--- config.mk ---
export PLATFORM = sky130hd
export DESIGN_NAME = key_debounce
export DESIGN_NICKNAME = d
export VERILOG_FILES = /design/src/rtl/fft_sa_pkg.sv /design/src/rtl/key_debounce_chan.sv /design/src/rtl/key_debounce.sv
export SDC_FILE = /design/constraint.sdc
export NUM_CORES = 1
export LEC_CHECK = 0
export ABC_CLOCK_PERIOD_IN_PS = 3600
export BUFFER_PORTS_ARGS = -buffer_cell sky130_fd_sc_hd__buf_2
export CAP_MARGIN = 20
export CORE_UTILIZATION = 25
export CTS_BUF_LIST = sky130_fd_sc_hd__clkbuf_16
export CTS_CLUSTER_SIZE = 25
export DETAILED_ROUTE_END_ITERATION = 10
export PLACE_DENSITY = 0.45
export SETUP_SLACK_MARGIN = 0.5
export SYNTH_ARGS = -nofsm -noshare
export SYNTH_HDL_FRONTEND = slang
export SYNTH_SLANG_ARGS = --single-unit
--- constraint.sdc ---
create_clock -name clk -period 3.6 [get_ports clk]
set_input_delay 0.18 -clock clk [delete_from_list [all_inputs] [get_ports clk]]
set_output_delay 0.18 -clock clk [all_outputs]
set_load 0.005 [all_outputs]
--- src/rtl/fft_sa_pkg.sv ---
// Shared definitions for the spectrum analyzer front end: key channel map
// and the per-key debounce state encoding.
package fft_sa_pkg;

  localparam int KEY_NUM    = 5;
  localparam int KEY_VGA    = 0;
  localparam int KEY_FFT    = 1;
  localparam int KEY_RANGE  = 2;
  localparam int KEY_SPARE3 = 3;
  localparam int KEY_SPARE4 = 4;

  typedef enum logic [1:0] {
    IDLE         = 2'd0,
    PRESS_WAIT   = 2'd1,
    PRESSED      = 2'd2,
    RELEASE_WAIT = 2'd3
  } db_state_e;

  // The key counts as held until a release has been fully accepted.
  function automatic logic state_is_pressed(input db_state_e s);
    return (s == PRESSED) || (s == RELEASE_WAIT);
  endfunction

endpackage

--- src/rtl/key_debounce_chan.sv ---
// One key channel: 2-FF synchronizer, debounce FSM with stability counter,
// and registered level / press / release outputs.
module key_debounce_chan
  import fft_sa_pkg::*;
#(
  parameter int DEBOUNCE_CYCLES = 1000000
) (
  input  logic clk,
  input  logic reset,
  input  logic press_async,
  output logic key_edge,
  output logic key_release,
  output logic key_level
);

  localparam int CW = $clog2(DEBOUNCE_CYCLES + 1);
  localparam logic [CW-1:0] CNT_ONE  = CW'(1);
  localparam logic [CW-1:0] CNT_TERM = CW'(DEBOUNCE_CYCLES - 1);

  logic      sync1_q, sync2_q;
  db_state_e state_q, state_d;
  logic [CW-1:0] cnt_q, cnt_d;
  logic      level_q, level_d;
  logic      edge_q, edge_d;
  logic      release_q, release_d;

  // Input synchronizer; resets to the released level.
  always_ff @(posedge clk or posedge reset) begin
    if (reset) begin
      sync1_q <= 1'b0;
      sync2_q <= 1'b0;
    end else begin
      sync1_q <= press_async;
      sync2_q <= sync1_q;
    end
  end

  // Next state: any change of the synchronized level restarts the count.
  always_comb begin
    state_d = state_q;
    cnt_d   = cnt_q;
    case (state_q)
      IDLE: begin
        if (sync2_q) begin
          state_d = PRESS_WAIT;
          cnt_d   = CNT_ONE;
        end else begin
          cnt_d   = '0;
        end
      end
      PRESS_WAIT: begin
        if (!sync2_q) begin
          state_d = IDLE;
          cnt_d   = '0;
        end else if (cnt_q == CNT_TERM) begin
          state_d = PRESSED;
          cnt_d   = '0;
        end else begin
          cnt_d   = cnt_q + CNT_ONE;
        end
      end
      PRESSED: begin
        if (!sync2_q) begin
          state_d = RELEASE_WAIT;
          cnt_d   = CNT_ONE;
        end else begin
          cnt_d   = '0;
        end
      end
      RELEASE_WAIT: begin
        if (sync2_q) begin
          state_d = PRESSED;
          cnt_d   = '0;
        end else if (cnt_q == CNT_TERM) begin
          state_d = IDLE;
          cnt_d   = '0;
        end else begin
          cnt_d   = cnt_q + CNT_ONE;
        end
      end
      default: begin
        state_d = IDLE;
        cnt_d   = '0;
      end
    endcase
  end

  // Pulses come from level transitions, so a rejected release bounce emits nothing.
  always_comb begin
    level_d   = state_is_pressed(state_q);
    edge_d    = level_d & ~level_q;
    release_d = ~level_d & level_q;
  end

  // FSM, counter and output registers.
  always_ff @(posedge clk or posedge reset) begin
    if (reset) begin
      state_q   <= IDLE;
      cnt_q     <= '0;
      level_q   <= 1'b0;
      edge_q    <= 1'b0;
      release_q <= 1'b0;
    end else begin
      state_q   <= state_d;
      cnt_q     <= cnt_d;
      level_q   <= level_d;
      edge_q    <= edge_d;
      release_q <= release_d;
    end
  end

  assign key_edge    = edge_q;
  assign key_release = release_q;
  assign key_level   = level_q;

endmodule

--- src/rtl/key_debounce.sv ---
// Key conditioner top: normalizes pin polarity to 1 = pressed and runs one
// independent debounce channel per key.
module key_debounce
  import fft_sa_pkg::*;
#(
  parameter int NUM_KEYS        = KEY_NUM,
  parameter int DEBOUNCE_CYCLES = 1000000,
  parameter int KEY_ACTIVE_LOW  = 1
) (
  input  logic                clk,
  input  logic                reset,
  input  logic [NUM_KEYS-1:0] key_raw,
  output logic [NUM_KEYS-1:0] key_edge,
  output logic [NUM_KEYS-1:0] key_release,
  output logic [NUM_KEYS-1:0] key_level
);

  logic [NUM_KEYS-1:0] press_raw_s;

  assign press_raw_s = (KEY_ACTIVE_LOW != 0) ? ~key_raw : key_raw;

  for (genvar i = 0; i < NUM_KEYS; i++) begin : g_chan
    key_debounce_chan #(
      .DEBOUNCE_CYCLES (DEBOUNCE_CYCLES)
    ) u_chan (
      .clk         (clk),
      .reset       (reset),
      .press_async (press_raw_s[i]),
      .key_edge    (key_edge[i]),
      .key_release (key_release[i]),
      .key_level   (key_level[i])
    );
  end

endmodule

; ---- Yosys cells after proc, flatten, opt, wreduce, memory -nomap -nowiden
; Index checks and enable logic that the tools add are counted.
[word_totals]
regBits = 135
inputBits = 7
out_inout_bits = 15
wordCells = 181
[classes]
add_sub_neg = 5
eq_ne = 40
mux = 65
bitwise_logic = 21
n_reduce_logical = 15
[op_table]
columns = cell, count
row1 = case mux 20 bit (4 select lines), 5
row2 = two-way mux 20 bit, 15
row3 = adder 20 x 1 -> 20 bit (second input constant), 5
row4 = == test 20 bit (second input constant), 5
row5 = two-way mux 2 bit, 30
row6 = case mux 2 bit (4 select lines), 5
row7 = == test 2 bit (second input constant), 10
row8 = AND reduction 4 bit, 5
row9 = != test 3 x 1 -> 1 bit (second input constant), 5
row10 = != test 3 bit (second input constant), 5
row11 = AND 1 bit, 10
row12 = == test 2 x 1 -> 1 bit (second input constant), 5
row13 = zero test 2 bit, 5
row14 = two-way mux 1 bit, 10
row15 = != test 2 x 1 -> 1 bit (second input constant), 5
row16 = != test 2 bit (second input constant), 5
row17 = NOT 1 bit, 10
row18 = logical OR 1 bit, 5
row19 = NOT 5 bit, 1

; ---- Depth between registers and ports, before layout
[depth]
ltp_word = 4
mapped_depth = 7
ltp_nobuf = 5

; ---- Modules after synthesis
; Synthesis repeated with hierarchy kept, for this count alone.
[unflattened]
hier_cells = 617
area_unflattened_um2 = 6364.9
[by_module_without_submodules]
columns = module, n_inst, cells_each, area_each_um2, seq_area_each_um2
row1 = key_debounce_chan at g_chan[0].u_chan ..., 4, 122, 1268.7, 675.6
row2 = key_debounce_chan at g_chan[4].u_chan, 1, 124, 1271.2, 675.6
row3 = key_debounce, 1, 5, 18.8, 0.0

; ---- Least setup slack after synthesis
; OpenSTA, ideal clock, no wires.
[synth_path]
path_type = reg-to-reg
start = register g_chan[1].u_chan.cnt_q[0]
end = register (tool-made name)
setup_ns = 0.125
arrival_ns = 2.004
t_required_ns = 3.475
path_slack_ns = 1.471
path_stages_with_launch = 7
n_path_buf = 1
period_less_slack_ns = 2.129
path_cell_list = dfrtp_1 ha_1 clkbuf_1 inv_1 or4_1 nor3_1 mux2_2
[synth_lines]
columns = element, line_no
row1 = start: declaration, key_debounce_chan.sv:22  ; logic [CW-1:0] cnt_q, cnt_d;
row2 = start signal: assignment, key_debounce_chan.sv:105  ; cnt_q <= cnt_d;

; ---- Final worst setup path
[layout_path]
start = register g_chan[1].u_chan.cnt_q[0]
end = register g_chan[1].u_chan.cnt_q[11]
[layout_between]
elab_chain_cells = 4
elab_cells_between_ends = 6
classes_between = add/sub (1) / eq/ne (1) / mux (4)
[layout_rtl]
columns = element, line_no
row1 = adder 20 x 1 -> 20 bit or == test 20 bit (tied branches), n/a
row2 = two-way mux 20 bit (*), "key_debounce_chan.sv:55, key_debounce_chan.sv:74"
row3 = two-way mux 20 bit (on tied branches), "key_debounce_chan.sv:71, key_debounce_chan.sv:52"
row4 = case mux 20 bit (4 select lines) (*), key_debounce_chan.sv:42  ; case (state_q)
row5 = net g_chan[1].u_chan.cnt_d[11], key_debounce_chan.sv:22
; The timed path passes the listed nets; every way through them passes the cells marked *.
; A chain may end at the register's enable or synchronous reset.

==> results.yml <==
outcome:
  outcome: "completed"
grt:
  grt_overflow_total: 0
  grt_pass1_vias: 4585
  grt_max_degree: 68
  grt_pass1_wl_mm: 21.1
  antenna_found_initial: 0
  grt_util_all_layers_pct: 9.98
routing:
  drc: 0
  first_pass_iters: 6
  vias: 4444
  drt_iter0_drc: 260
  vias_per_cell: 4.59
  drtAntennaViolNets: 0
  routedWlPerCell_um: 12.3
  wirelength_mm: 11.9
synthesis:
  synth_top_area_share_pct: 53.6
  synth-main-ff-cell: "dfrtp_1"
  synth_fp_nets: 625
  yosys-top-cells-count: "135 x dfrtp_1, 81 x nor2_1, 38 x xor2_1, 33 x nand3_1, 30 x xnor2_1"
  netlist_top_cells_area: "dfrtp_1 54%, xor2_1 5.3%, nor2_1 4.8%"
  netlist_instances: 613
  synth-edff-count: 0
  ys_warn_count: 0
  async_flop_share_pct: 100
  synth-seq-cells: 135
  synth_cell_types: 42
  synth_most_common_cell: "dfrtp_1"
  synth_area_leader_cell: "dfrtp_1"
  ys_seq_area_share_pct: 53.6
  avgSynthCellArea_um2: 10.3
  netlist_area_um2: 6300
power:
  swShare_pct: 23.7
  p_int_w: 0.00252
  power_switching_w: 0.000782
  powerDensity_nw_per_um2: 453
  p_leak_nw: 2.96
  pwr-share-clk_pct: 50.5
  seqPwrFrac_pct: 46.8
  pwr-share-comb_pct: 2.7
  power_w: 0.00330
  peakVddDrop_mv: 0.227
clock_network:
  clkTransAtPathRegs_ps: 60
  cts_buffers: 17
  root_buffer: "clkbuf_16"
  tritoncts: "yes"
  post_cts_resized: 0
  htree_levels: 4
  clock_path_buffers: 2
  clock-sinks: 135
  postCtsSetupBuffers: 0
  clk_latency_ps: 420
  postCtsHoldBufs: 6
worst_setup_path:
  cp-endpoint: "g_chan[1].u_chan.cnt_q[11]"
  crit_type: "reg -> reg"
  worstSetupEndpointType: "register"
  rrSetupSlack_ps: 1170
  worstPathArrival_ps: 2690
  required_ps: 3870
  crit_fanout: 19
  reg2reg_to: "g_chan[1].u_chan.cnt_q[11]"
  r2r_cells: 5
  worstReg2RegStart: "g_chan[1].u_chan.cnt_q[0]"
  cp-startpoint: "g_chan[1].u_chan.cnt_q[0]"
  start_kind: "register"
sta:
  period_share_pct: 67.4
  setup_violations: 0
  max_freq_ghz: 0.412
  tightest_slew_ps: 864
  slew_viol_final: 0
  final.min_clock_period_ps: 2430
  tns_ps: 0
  slew_headroom_pct: 42.3
  grt_setup_unrepaired: "no"
  final_hold_viol_count: 0
  skew_ps: 17.6
placement:
  placed_cell_area_um2: 6660
  portBuffers: 21
  place.gp.congestion: 0.752
  hpwlAfterDp_mm: 7.83
layout:
  n_antenna_cell: 0
  area_delta_synth_final_pct: 15.6
  nNetsFinal: 643
  drive_gt1_share_pct: 11.5
  design_area_um2: 7290
  final_util_pct: 29.7
die:
  coreArea_um2: 24500
  die_w_um: 161
  die_h_um: 161
  start_util_pct: 25.7
  rows: 57
  dieArea_um2: 25800
  ioPinCount: 22
flow_run:
  cap_viol_max_count: 0
min_path:
  hold_class: "reg -> reg"
## flip-flops by register name (all words and copies together) (netlist names), named ones only
| register | cells |
|---|---|
| g_chan.u_chan.key_level | 5 |
| g_chan.u_chan.key_edge | 5 |
| g_chan.u_chan.cnt_q | 100 |
| g_chan.u_chan.state_q | 5 |
| g_chan.u_chan.sync2_q | 5 |
| g_chan.u_chan.key_release | 5 |
| g_chan.u_chan.sync1_q | 5 |
## routing by layer
layer | vias to the layer above | wire (µm) | GRT usage, %
li1 | 2182 | - | -
met1 | 2203 | 5500 | 12.0
met2 | 48 | 5950 | 16.9
met3 | 11 | 326 | 2.79
met4 | 0 | 128 | 3.86
met5 | - | 0 | 0
## logic make-up (layout without fill, tap and decap cells)
kind of cell	Yosys count	count (layout)	share of synthesized area, %
and+or+nand+nor	273	273	23.8
DFF	135	135	53.6
AOI/OAI and AO/OA	69	69	6.65
xor gates and xnor gates	68	68	9.45
buffers and inverters	58	89	4.63
adders and majority gates	5	5	0.993
muxes	5	5	0.893
## through the flow
| stage | setup WS (ps) | cells | hold WS, ps |
|---|---|---|---|
| finish | 1170 | 968 | 348 |
| global route | 976 | 968 | 356 |
| CTS | 1180 | 968 | 350 |
| detailed placement | 1180 | 930 | 324 |
| global placement | 1310 | 930 | 322 |
| floorplan | 1470 | 613 | 239 |
## how the worst min path moves through the flow
stage	startpoint	to	slack, ps	depth (start not counted)
after global placement	key_raw[1]	g_chan[1].u_chan.sync1_q	320	2
after CTS	g_chan[0].u_chan.sync1_q	g_chan[0].u_chan.sync2_q	350	0
after detailed placement	key_raw[1]	g_chan[1].u_chan.sync1_q	320	2
final	g_chan[0].u_chan.sync1_q	g_chan[0].u_chan.sync2_q	350	0
after global routing	g_chan[0].u_chan.sync1_q	g_chan[0].u_chan.sync2_q	360	0
after floorplan	key_raw[0]	g_chan[0].u_chan.sync1_q	240	1
## power by group through the flow
| stage | registers, W | logic [W] | clock network, W |
|---|---|---|---|
| 3_5_place_dp | 0.00157 | 0.0000891 | 0 |
| 6_report | 0.00154 | 0.0000899 | 0.00167 |
| 4_1_cts | 0.00154 | 0.0000947 | 0.00172 |
| 5_1_grt | 0.00155 | 0.000106 | 0.00180 |
| 2_1_floorplan | 0.00157 | 0.0000635 | 0 |
| 3_3_place_gp | 0.00157 | 0.0000864 | 0 |
## critical path: stages (launching register included)
cell     delay [ps]
dfrtp_1         430
ha_1            340
inv_1           130
or4_1           580
o21ai_2         660
nor2_1          140
## layout by cell type (no fill, tap or decap), types with 6 or more instances in the layout
| master | netlist | final |
|---|---|---|
| or4_1 | 17 | 17 |
| and4_1 | 10 | 10 |
| nand2_1 | 28 | 28 |
| a21oi_1 | 27 | 27 |
| inv_1 | 27 | 26 |
| o31ai_1 | 11 | 11 |
| nor4b_1 | 7 | 7 |
| o21ai_0 | 19 | 19 |
| dfrtp_1 | 135 | 135 |
| nor2b_1 | 10 | 10 |
| or3_1 | 18 | 18 |
| nor3_1 | 11 | 11 |
| nor2_1 | 81 | 81 |
| nand4_1 | 26 | 26 |
| xor2_1 | 38 | 38 |
| clkbuf_16 | 0 | 17 |
| buf_2 | 2 | 21 |
| dlygate4sd3_1 | 0 | 6 |
| xnor2_1 | 30 | 30 |
| nand3_1 | 33 | 33 |
| nor4_1 | 9 | 9 |
## cell type report
class,instances,area [µm²]
tap,324,405
sequential,135,3380
clock inverter,15,141
timing repair buffer,30,200
fill,2586,17200
inverter,27,105
clock buffer,17,425
multi-input combinational,420,2630
Note: power is estimated with default switching activity, not from simulation.
